<file path="src/rtl/clock_pkg.sv">
// Shared widths, limits and payload types for the time-of-day clock.
package clock_pkg;

  localparam int unsigned SEC_W  = 6;
  localparam int unsigned MIN_W  = 6;
  localparam int unsigned HOUR_W = 5;
  localparam int unsigned BCD_W  = 8;

  localparam logic [SEC_W-1:0]  SEC_MAX  = SEC_W'(59);
  localparam logic [MIN_W-1:0]  MIN_MAX  = MIN_W'(59);
  localparam logic [HOUR_W-1:0] HOUR_MAX = HOUR_W'(23);

  typedef struct packed {
    logic [HOUR_W-1:0] hour;
    logic [MIN_W-1:0]  min;
    logic [SEC_W-1:0]  sec;
  } time_t;

  typedef logic [BCD_W-1:0] bcd8_t;

  typedef struct packed {
    logic day;
    logic hour;
    logic min;
    logic sec;
  } tick_t;

endpackage

</file>
<file path="src/rtl/clock_bin2bcd.sv">
// Combinational 0..59 binary to two-digit BCD; tens digit uses bits [6:4], bit 7 is 0.
module bin2bcd
  import clock_pkg::*;
(
  input  logic [5:0] bin_i,
  output bcd8_t      bcd_o
);

  logic [2:0] tens;
  logic [3:0] units;

  // Range-compare ladder; inputs above 59 never occur.
  always_comb begin
    tens  = 3'd0;
    units = 4'(bin_i);
    if (bin_i >= 6'd50) begin
      tens  = 3'd5;
      units = 4'(bin_i - 6'd50);
    end else if (bin_i >= 6'd40) begin
      tens  = 3'd4;
      units = 4'(bin_i - 6'd40);
    end else if (bin_i >= 6'd30) begin
      tens  = 3'd3;
      units = 4'(bin_i - 6'd30);
    end else if (bin_i >= 6'd20) begin
      tens  = 3'd2;
      units = 4'(bin_i - 6'd20);
    end else if (bin_i >= 6'd10) begin
      tens  = 3'd1;
      units = 4'(bin_i - 6'd10);
    end
  end

  assign bcd_o = {1'b0, tens, units};

endmodule

</file>
<file path="src/rtl/clock.sv">
// Time-of-day clock: prescaled 1 Hz tick feeding cascaded sec/min/hour counters,
// with synchronous validated time load, rollover pulses and BCD views.
module clock
  import clock_pkg::*;
#(
  parameter int unsigned TICKS_PER_SEC = 10,
  parameter int unsigned PRESC_W       = $clog2(TICKS_PER_SEC)
) (
  input  logic              CLK,
  input  logic              RST,
  input  logic              EN,
  input  logic              LOAD,
  input  logic [HOUR_W-1:0] LOAD_HOUR,
  input  logic [MIN_W-1:0]  LOAD_MIN,
  input  logic [SEC_W-1:0]  LOAD_SEC,
  output logic [SEC_W-1:0]  SEC,
  output logic [MIN_W-1:0]  MIN,
  output logic [HOUR_W-1:0] HOUR,
  output bcd8_t             SEC_BCD,
  output bcd8_t             MIN_BCD,
  output bcd8_t             HOUR_BCD,
  output logic              SEC_TICK,
  output logic              MIN_TICK,
  output logic              HOUR_TICK,
  output logic              DAY_TICK,
  output logic              LOAD_ERR
);

  logic [PRESC_W-1:0] presc_q, presc_d;
  time_t              time_q, time_d;
  tick_t              tick_q, tick_d;
  logic               load_err_q, load_err_d;
  logic               load_ok;
  logic               presc_wrap;

  assign load_ok = LOAD && (LOAD_HOUR <= HOUR_MAX) && (LOAD_MIN <= MIN_MAX)
                        && (LOAD_SEC <= SEC_MAX);
  assign presc_wrap = (presc_q == PRESC_W'(TICKS_PER_SEC - 1));

  always_ff @(posedge CLK or posedge RST) begin
    if (RST) begin
      presc_q    <= '0;
      time_q     <= '0;
      tick_q     <= '0;
      load_err_q <= 1'b0;
    end else begin
      presc_q    <= presc_d;
      time_q     <= time_d;
      tick_q     <= tick_d;
      load_err_q <= load_err_d;
    end
  end

  // Valid load wins over counting; a rejected load only flags an error.
  always_comb begin
    presc_d    = presc_q;
    time_d     = time_q;
    tick_d     = '0;
    load_err_d = 1'b0;
    if (load_ok) begin
      time_d.hour = LOAD_HOUR;
      time_d.min  = LOAD_MIN;
      time_d.sec  = LOAD_SEC;
      presc_d     = '0;
    end else begin
      load_err_d = LOAD;
      if (EN) begin
        if (presc_wrap) begin
          presc_d    = '0;
          tick_d.sec = 1'b1;
          if (time_q.sec >= SEC_MAX) begin
            time_d.sec = '0;
            tick_d.min = 1'b1;
            if (time_q.min >= MIN_MAX) begin
              time_d.min  = '0;
              tick_d.hour = 1'b1;
              if (time_q.hour >= HOUR_MAX) begin
                time_d.hour = '0;
                tick_d.day  = 1'b1;
              end else begin
                time_d.hour = time_q.hour + HOUR_W'(1);
              end
            end else begin
              time_d.min = time_q.min + MIN_W'(1);
            end
          end else begin
            time_d.sec = time_q.sec + SEC_W'(1);
          end
        end else begin
          presc_d = presc_q + PRESC_W'(1);
        end
      end
    end
  end

  assign SEC       = time_q.sec;
  assign MIN       = time_q.min;
  assign HOUR      = time_q.hour;
  assign SEC_TICK  = tick_q.sec;
  assign MIN_TICK  = tick_q.min;
  assign HOUR_TICK = tick_q.hour;
  assign DAY_TICK  = tick_q.day;
  assign LOAD_ERR  = load_err_q;

  bin2bcd u_sec_bcd  (.bin_i(time_q.sec),         .bcd_o(SEC_BCD));
  bin2bcd u_min_bcd  (.bin_i(time_q.min),         .bcd_o(MIN_BCD));
  bin2bcd u_hour_bcd (.bin_i({1'b0, time_q.hour}), .bcd_o(HOUR_BCD));

endmodule

</file>
<file path="config.mk">
export PLATFORM = sky130hd
export DESIGN_NAME = clock
export DESIGN_NICKNAME = d
export VERILOG_FILES = /design/src/rtl/clock_pkg.sv /design/src/rtl/clock_bin2bcd.sv /design/src/rtl/clock.sv
export SDC_FILE = /design/constraint.sdc
export NUM_CORES = 1
export LEC_CHECK = 0
export ABC_CLOCK_PERIOD_IN_PS = 2500
export BUFFER_PORTS_ARGS = -buffer_cell sky130_fd_sc_hd__buf_2
export CAP_MARGIN = 5
export CORE_ASPECT_RATIO = 1.1
export CORE_MARGIN = 2
export CORE_UTILIZATION = 45
export CTS_BUF_LIST = sky130_fd_sc_hd__clkbuf_8
export CTS_CLUSTER_SIZE = 25
export DETAILED_ROUTE_END_ITERATION = 6
export GPL_ROUTABILITY_DRIVEN = 0
export PLACE_DENSITY = 0.75
export RECOVER_POWER = 100
export SLEW_MARGIN = 25
export SYNTH_ARGS = -nofsm -noshare
export SYNTH_HDL_FRONTEND = slang
export SYNTH_HIERARCHICAL = 1
export SYNTH_SLANG_ARGS = --single-unit
</file>
<file path="constraint.sdc">
create_clock -name CLK -period 2.5 [get_ports CLK]
set_clock_uncertainty 0.05 [all_clocks]
set_input_delay 0.125 -clock CLK [delete_from_list [all_inputs] [get_ports CLK]]
set_output_delay 0.125 -clock CLK [all_outputs]
set_load 0.01 [all_outputs]
</file>
* Word-level counts from Yosys, hierarchy flattened *
Cells that the tools add are included.

storage, ports and cells
  latch bits = 0
  word-level logic and storage cells = 108
  memory bits (read-only) = 0
  RAM bits = 0
  memories kept = 0
  register bits after elaboration = 26
  bits of input ports = 21

operators by class
  reduce and logical (&&, ||, !) cells = 10
  add/subtract/negate cells = 19
  bitwise gates (word level) = 0
  magnitude comparators = 21
  mux-type cells = 48
  eq/ne operators = 1
  div/mod/pow operators = 0
  multipliers = 0
  shift operators = 0

operators with widths
  kind                                                                    count
  4-bit 2-to-1 mux                                                        21
  17-bit 2-to-1 mux                                                       3
  3-bit 2-to-1 mux                                                        13
  6-bit >= comparator (second input constant)                             6
  4-bit subtractor (second input constant)                                9
  6-bit by 5-bit >= comparator with 1-bit output (second input constant)  4
  5-bit >= comparator (second input constant)                             3
  6-bit by 1-bit adder with 6-bit output (second input constant)          2
  5-bit by 6-bit >= comparator with 1-bit output (second input constant)  2
  6-bit by 4-bit >= comparator with 1-bit output (second input constant)  2
  6-bit less-or-equal comparator (second input constant)                  2
  6-bit 2-to-1 mux                                                        2
  4-bit by 2-bit subtractor with 4-bit output (second input constant)     3
  4-bit by 3-bit subtractor with 4-bit output (second input constant)     3
  11-bit 2-to-1 mux                                                       1
  5-bit 2-to-1 mux                                                        2
  2-bit nonzero test                                                      4
  5-bit by 1-bit adder with 5-bit output (second input constant)          1
  5-bit by 4-bit >= comparator with 1-bit output (second input constant)  1
  5-bit less-or-equal comparator (second input constant)                  1
  1-bit 2-to-1 mux                                                        5
  4-bit by 1-bit adder with 4-bit output (second input constant)          1
  4-bit equality test (second input constant)                             1
  4-bit AND reduction                                                     1
  other kinds (4)                                                         6

* Depth between registers and ports, before layout *
Gate-level depths: netlist (run 1).

  depth in word-level cells = 7
  mapped depth = 7
  depth with buffers taken out = 6

* Cells and area by module *
The synthesis (run 1) kept the hierarchy.

by module, submodules not included
  module   cells each  instances  seq. area each (µm²)  area an instance (µm²)
  clock    169         1          650.6                 1544.0
  bin2bcd  60          3          0.0                   452.9

* Least setup slack after synthesis (run 1) *
OpenSTA, ideal clock, no wires.

  path kind = register to output
  from = reg time_q (netlist bit SEC[3])
  to = out SEC_BCD[3]
  slack = 0.194 ns
  data arrival time = 2.131 ns
  path buffers = 1
  stages on the path, launching flop included = 8
  required time = 2.325 ns
  path through = dfrtp_1 buf_2 inv_1 ha_1 and4bb_4 or3_1 a32o_1 nor3_1

on the way
  cells in the longest elaborated chain, start to end = 6
  elaborated cells on any way between the ends = 15

RTL lines
  item                                                                                       line                                      RTL
  from (decl)                                                                                clock.sv:30                               time_t time_q, time_d;
  from (signal assigned)                                                                     clock.sv:48                               time_q <= time_d;
  6-bit by 4-bit >= comparator with 1-bit output / 4-bit subtractor (equally long branches)  clock_bin2bcd.sv:28, clock_bin2bcd.sv:30
  4-bit 2-to-1 mux                                                                           clock_bin2bcd.sv:28                       end else if (bin_i >= 6'd10) begin
  4-bit 2-to-1 mux                                                                           clock_bin2bcd.sv:25                       end else if (bin_i >= 6'd20) begin
  4-bit 2-to-1 mux                                                                           clock_bin2bcd.sv:22                       end else if (bin_i >= 6'd30) begin
  4-bit 2-to-1 mux                                                                           clock_bin2bcd.sv:19                       end else if (bin_i >= 6'd40) begin
  4-bit 2-to-1 mux *                                                                         clock_bin2bcd.sv:16                       if (bin_i >= 6'd50) begin
  to (decl)                                                                                  clock.sv:19                               output bcd8_t SEC_BCD,

Every way passes the cells marked *; elsewhere a longest branch is shown, timed or not.

* Worst setup path after layout (run 1) *
  from = reg time_q (netlist bit HOUR[3])
  to = out HOUR_BCD[3]

on the way
  cells in the longest elaborated chain, start to end = 6
  elaborated cells on any way between the ends = 15

RTL lines
  item                                                                                       line                                      RTL
  4-bit subtractor / 5-bit by 4-bit >= comparator with 1-bit output (equally long branches)  clock_bin2bcd.sv:30, clock_bin2bcd.sv:28
  4-bit 2-to-1 mux                                                                           clock_bin2bcd.sv:28
  4-bit 2-to-1 mux                                                                           clock_bin2bcd.sv:25
  4-bit 2-to-1 mux                                                                           clock_bin2bcd.sv:22
  4-bit 2-to-1 mux                                                                           clock_bin2bcd.sv:19
  4-bit 2-to-1 mux *                                                                         clock_bin2bcd.sv:16
  to (decl)                                                                                  clock.sv:21                               output bcd8_t HOUR_BCD,

Marked as above.

==> results of run 1 <==
## report_power, final
group	switching, mW	internal [mW]
combinational	0.628	0.498
sequential	0.0825	0.469
clock	0.146	0.214
total	0.857	1.18
## metal layers
layer  up-vias  share of wire (%)
li1       1444                  -
met1      1388                 45
met2        95                 49
met3         6                5.0
met4         0               0.70
met5         -                  0
## layout make-up
cell class,instances,share of cell area [%]
clock buffer,3,1.18
tap,80,2.86
timing repair buffer,92,15.1
inverter,14,1.50
sequential,26,18.8
clock inverter,1,0.859
multi-input combinational,288,59.7
## worst min-delay path by stage
stage	start	to	slack (ps)	depth (start not counted)
4_1_cts	LOAD_SEC[0]	SEC[0]$_DFFE_PP0P_	7	3
6_report	LOAD_SEC[0]	SEC[0]$_DFFE_PP0P_	6	3
3_3_place_gp	RST	MIN_TICK$_DFF_PP0_	150	3
3_5_place_dp	RST	MIN_TICK$_DFF_PP0_	150	3
2_1_floorplan	RST	DAY_TICK$_DFF_PP0_	120	1
5_1_grt	LOAD_MIN[0]	MIN[0]$_DFFE_PP0P_	30	3
## worst max-delay path, cell delays in order (launching register included)
cell and delay [ps]:
dfrtp_1 410, buf_8 160, ha_2 190, a2111oi_4 430, buf_4 180, a21oi_1 50, o2111a_1 230, nor3_1 160
buf_2 170
## through the flow
| stage | setup WS (ps) | cell area [µm²] |
|---|---|---|
| floorplan | 194 | 2910 |
| global placement | 314 | 3340 |
| global route | -4.43 | 3500 |
| CTS | 2.52 | 3430 |
| detailed placement | 253 | 3340 |
| finish | 62.6 | 3500 |
## registers in the layout, summed over array words and instances (netlist names)
| register | flops |
|---|---|
| SEC_TICK | 1 |
| MIN | 6 |
| SEC | 6 |
| HOUR | 5 |
| LOAD_ERR | 1 |
| presc_q | 4 |
| MIN_TICK | 1 |
| DAY_TICK | 1 |
| HOUR_TICK | 1 |
## synthesized netlist by cell type (all sizes together), types with 3 or more instances
cell type,count,area share (%)
nand2,30,3.9
nor2,30,3.9
ha,29,13
dfrtp,26,22
a21oi,25,4.3
buf,17,3.6
inv,14,1.8
a31oi,12,2.6
o21ai,12,2.1
nor3,11,1.9
nand3,10,1.7
and2,8,1.7
nand3b,7,1.8
o31ai,7,1.8
a2111oi,6,3.8
a21o,6,1.6
nand2b,6,1.3
or3,6,1.3
xnor2,6,1.8
a211oi,5,1.5
a21boi,5,1.3
clkbuf,5,0.65
o2111ai,5,2.1
o21a,5,1.3
conb,4,0.52
nand4,4,0.86
nor4,4,1.1
o2111a,4,1.6
or4,4,1.2
a221o,3,1.0
a32o,3,1.0
and4bb,3,1.7
mux2i,3,1.0
nor2b,3,0.65
## kinds of logic after synthesis
kind of cell | after synthesis
buffers and inverters | 36
xor gates and xnor gates | 6
other | 4
muxes | 5
adders and majority gates | 29
DFF | 26
AOI/OAI and AO/OA | 105
and+or+nand+nor | 138
## cell usage in the layout (no fill, tap or decap), drive strengths merged, types with 3 or more instances in the layout
cell type  count
and4bb         3
or3            6
a221o          3
dfrtp         26
nand2         30
o2111a         4
a21boi         5
o31ai          7
or4            4
a31oi         12
ha            29
xnor2          6
mux2i          3
and2           8
nor3          11
a21o           6
conb           5
nand4          4
nor2b          3
buf           82
o21a           5
o21ai         12
nand3b         7
a2111oi        6
a211oi         5
o2111ai        5
nand2b         6
a32o           3
inv           14
clkbuf        12
nor2          30
nor4           4
a21oi         25
nand3         10
## what timing repair did
item                                    in CTS  in global routing
cloned                                       0                  0
buffers inserted                             0                  9
gates resized for setup                      2                 11
endpoints found under the setup margin       3                 10
pin swaps                                    0                  7
endpoints found under the hold margin       26                  0
hold buffers                                 1                  0
==> qor.yml, run 1 <==
logic_synthesis:
  synth_fa_ha_area_share_pct: 12.5
  yosys.area_share.simple_pct: 26.9
  syn_area_per_cell_um2: 8.32
  synthArstFlopShare_pct: 100
  ys.flop_type: "dfrtp_1"
  synthMuxAreaShare_pct: 1.81
  synthesis.area_um2: 2900
  yosys_warnings: 6
  synth_xor_area_share_pct: 1.81
  synth.yosys.seq_area_share_pct: 22.4
  ys_types: 57
  synth_top_family_by_area: "compound AO/OA/AOI/OAI gates"
  ys_seq_elements: 26
  synth_edf_count: 0
  synth_cells: 349
  synth_compound_gate_area_share_pct: 27.9
cells_and_area:
  final_nets: 475
  post-route-util_pct: 56.5
  nFillCells: 574
  drive_gt1_share_pct: 26.2
  multi_input_area_um2: 2090
  syn2layout_area_growth_pct: 20.5
  stdcell_count: 504
  seq_area_um2: 657
  n_antenna_cell: 0
routing:
  wirelength_um: 7560
  initialDrtViolationCount: 102
  drc: 0
  wire_per_inst_um: 15.0
  via_count: 2933
  via_per_inst: 5.82
  firstDrtPassIters: 4
  ant_nets: 0
worst_setup_path:
  path_max_fanout: 19
  crit_start: "HOUR[3]$_DFFE_PP0P_"
  ff2ff_path_depth: 4
  cp.arrival_ps: 2260
  crit_path_start_kind: "register"
  critPathCaptureType: "output pin"
  reg2reg_from: "SEC[5]$_DFFE_PP0P_"
  endpoint: "HOUR_BCD[3]"
  reg2reg_setup_slack_ps: 420
  r2r-end: "HOUR[4]$_DFFE_PP0P_"
  critPathRequiredTime_ps: 2330
  criticalPathCategory: "register to output pin"
clock_tree:
  cts_buffers: 3
  clock_sink_count: 26
  ctsHtreeMaxLevel: 1
  clockBufferDepth: 2
  clk_pin_slew_worst_paths_ps: 100
  cts_tree: "built"
  clk_latency_ps: 280
  cts-root-buf: "clkbuf_8"
flow_run:
  maxCapViolCount: 0
die:
  die_area_um2: 7110
  placementRows: 30
  initial_core_util_pct: 46.9
  ioPinCount: 67
  die_h_um: 88.2
  core_um2: 6190
  die_w_um: 80.6
timing:
  tns_ps: 0
  hold_violations: 0
  setup_viol: 0
  fmax_mhz: 410
  finalMaxSlewViolations: 0
  whs_ps: 5.52
  post-route-min-period_ps: 2440
  relSlewSlack_pct: 5.46
  rsz0062_at_grt: "true"
  fin_crit_sh_pct: 97.5
  worst_pin_slew_ps: 1420
placement:
  dp.cells: 490
  dpl.hpwl_um: 5480
  io_buffers: 62
grt:
  grt_util_met3_pct: 2.45
  met2_usage_pct: 36.5
  grt_overflow_total: 0
  grtUsageMet1_pct: 27.9
  grtUsageTotal_pct: 20.8
  grt_pass1_vias: 2642
  grt_most_used_layer: "met2"
  grt_start_max_net_pins: 27
  antenna_found_initial: 0
  grt_first_pass_wirelength_um: 12200
pwr:
  p_total_mw: 2.04
  ir_worst_vdd_mv: 0.291
  p_per_area_nw_per_um2: 583
  leakage_nw: 1.54
min_path:
  hold_class: "primary input to register"
outcome:
  status: "finished clean"
Note: power is estimated with default switching activity, not from simulation.
==> inputs of run 2 (changes only) <==
--- a/config.mk
+++ b/config.mk
@@ -9,13 +9,12 @@
 export BUFFER_PORTS_ARGS = -buffer_cell sky130_fd_sc_hd__buf_2
 export CAP_MARGIN = 5
 export CORE_ASPECT_RATIO = 1.1
-export CORE_MARGIN = 2
 export CORE_UTILIZATION = 45
 export CTS_BUF_LIST = sky130_fd_sc_hd__clkbuf_8
 export CTS_CLUSTER_SIZE = 25
 export DETAILED_ROUTE_END_ITERATION = 6
 export GPL_ROUTABILITY_DRIVEN = 0
-export PLACE_DENSITY = 0.75
+export PLACE_DENSITY_LB_ADDON = 0.08
 export RECOVER_POWER = 100
 export SLEW_MARGIN = 25
 export SYNTH_ARGS = -nofsm -noshare
==> run 2 against run 1 <==
Effect of this change:
- fmax about the same
- die area decreased by 4.7%
- utilization is 1.3 points lower
- power is 6.1% lower
- clock power shrank 24%
- design area decreased by 2.3%
- register-to-register slack got worse by 220 ps
- combinational power shrank 6%
- non-clock buffer count shrank 4
- first-iteration DRC count is 2.9% lower
- via count is 0.89% lower
- global-route usage is 0.90 points higher
==> qor.yml, run 2 (synthesized netlist as in run 1, its figures left out) <==
outcome:
  status: "finished clean"
timing:
  whs_ps: 12.8
  post-route-min-period_ps: 2440
  relSlewSlack_pct: 6.67
  worst_pin_slew_ps: 1400
  fmax_mhz: 410
  fin_crit_sh_pct: 97.5
  hold_violations: 0
  finalMaxSlewViolations: 0
  setup_viol: 0
  rsz0062_at_grt: "true"
grt:
  grtUsageTotal_pct: 21.7
  grt_first_pass_wirelength_um: 12100
  grt_pass1_vias: 2607
  met2_usage_pct: 37.5
  grt_start_max_net_pins: 27
  antenna_found_initial: 0
  grt_overflow_total: 0
  grt_most_used_layer: "met2"
  grt_util_met3_pct: 1.58
  grtUsageMet1_pct: 29.6
cells_and_area:
  multi_input_area_um2: 2070
  post-route-cell-area_um2: 3420
  seq_area_um2: 658
  nFillCells: 647
  n_antenna_cell: 0
  syn2layout_area_growth_pct: 17.7
  mostFrequentLayoutCells: "buf_2, nor2_1, nand2_1"
  final_common_cell: "buf_2"
  final_nets: 471
  stdcell_count: 500
  drive_gt1_share_pct: 21.9
clock_tree:
  cts_buffers: 3
  clk_latency_ps: 270
  ctsHtreeMaxLevel: 1
  cts-root-buf: "clkbuf_8"
  clock_sink_count: 26
  clockBufferDepth: 2
  clk_pin_slew_worst_paths_ps: 90
  cts_tree: "built"
worst_setup_path:
  path_common_cell: "inv_1"
  slowest_stage: "dfrtp_2"
  crit_path_cell_trace: "inv_1 > ha_1 > inv_1 > or4_1 > o2111ai_1 > o31ai_1 > buf_2"
  crit_path_start_kind: "register"
  critPathBufInv: 3
  path_delay_family: "flip-flops"
  slowest_delay_ps: 520
  criticalPathCategory: "register to output pin"
  path_max_fanout: 11
  critPathRequiredTime_ps: 2330
  critPathCaptureType: "output pin"
  cp.arrival_ps: 2260
die:
  die_w_um: 78.6
  initial_core_util_pct: 46.9
  die_h_um: 86.2
  core_um2: 6190
  placementRows: 30
  die_area_um2: 6780
  ioPinCount: 67
routing:
  via_per_inst: 5.81
  initialDrtViolationCount: 99
  firstDrtPassIters: 4
  wire_per_inst_um: 14.9
  via_count: 2907
  drc: 0
  ant_nets: 0
  wirelength_um: 7460
min_path:
  hold_class: "primary input to register"
placement:
  dpl.hpwl_um: 5410
  io_buffers: 62
  dp.cells: 486
  placed_area_um2: 3310
pwr:
  p_per_area_nw_per_um2: 560
  leakage_nw: 1.47
  ir_worst_vdd_mv: 0.295
flow_run:
  maxCapViolCount: 0
-- run 2: cell types whose count changed in the layout (fill, tap and decap cells not counted), moves of 2 or more --
cell / delta
buf_4: -4
inv_2: -2
clkbuf_1: +13
buf_2: -11
-- run 2: where the power goes --
group	total (mW)	internal [mW]	leakage, nW	switching (mW)
clock	0.272	0.141	0.0288	0.132
combinational	1.06	0.473	1.13	0.590
sequential	0.578	0.469	0.309	0.109
-- run 2: through the flow --
stage	TNS (ps)	setup WS, ps	utilization [%]	power (mW)
detailed placement	0	208	53.5	1.62
floorplan	0	194	-	1.29
CTS	0	4.83	54.6	1.89
global placement	0	246	53.5	1.60
global route	-54.2	-42.3	55.2	2.06
finish	0	61.8	55.2	1.91
-- run 2: worst paths after layout --
kind                                    startpoint             endpoint  slack (ps)  cells after the start
worst max register to register  SEC[1]$_DFFE_PP0P_  HOUR[2]$_DFFE_PP0P_         200                      5
min in group asynchronous                      RST   MIN[1]$_DFFE_PP0P_         820                      4
worst min register to register  MIN[1]$_DFFE_PP0P_   MIN[1]$_DFFE_PP0P_         560                      2
max in group asynchronous                      RST   MIN[3]$_DFFE_PP0P_         660                      4
worst min-delay path                   LOAD_SEC[0]   SEC[0]$_DFFE_PP0P_          10                      3
worst max-delay path            SEC[1]$_DFFE_PP0P_           SEC_BCD[2]          60                      7
-- run 2: cell type report --
cell class	count	area share (%)
well taps	80	2.93
clock buffers	4	1.61
inverters	14	1.65
flip-flops and latches	26	19.3
multi-input cells	288	60.7
repair buffers	88	13.8
-- run 2: what timing repair did --
action,CTS,global route
setup buffers,0,9
endpoints found under the setup margin,2,10
gates resized for setup,2,8
pin swaps,0,6
hold buffers,1,0
endpoints found under the hold margin,26,0
-- run 2: worst register-to-register path: stages (launching register included) --
cell and delay, ps:
dfrtp_2 520, ha_1 350, o21ai_1 140, nor4_1 790, nand4b_1 160, a31oi_1 220
-- run 2: per-layer routing --
metal,part of all wire (%),up-vias
li1,-,1446
met1,45,1382
met2,51,75
met3,3.4,4
met4,0.52,0
met5,0,-
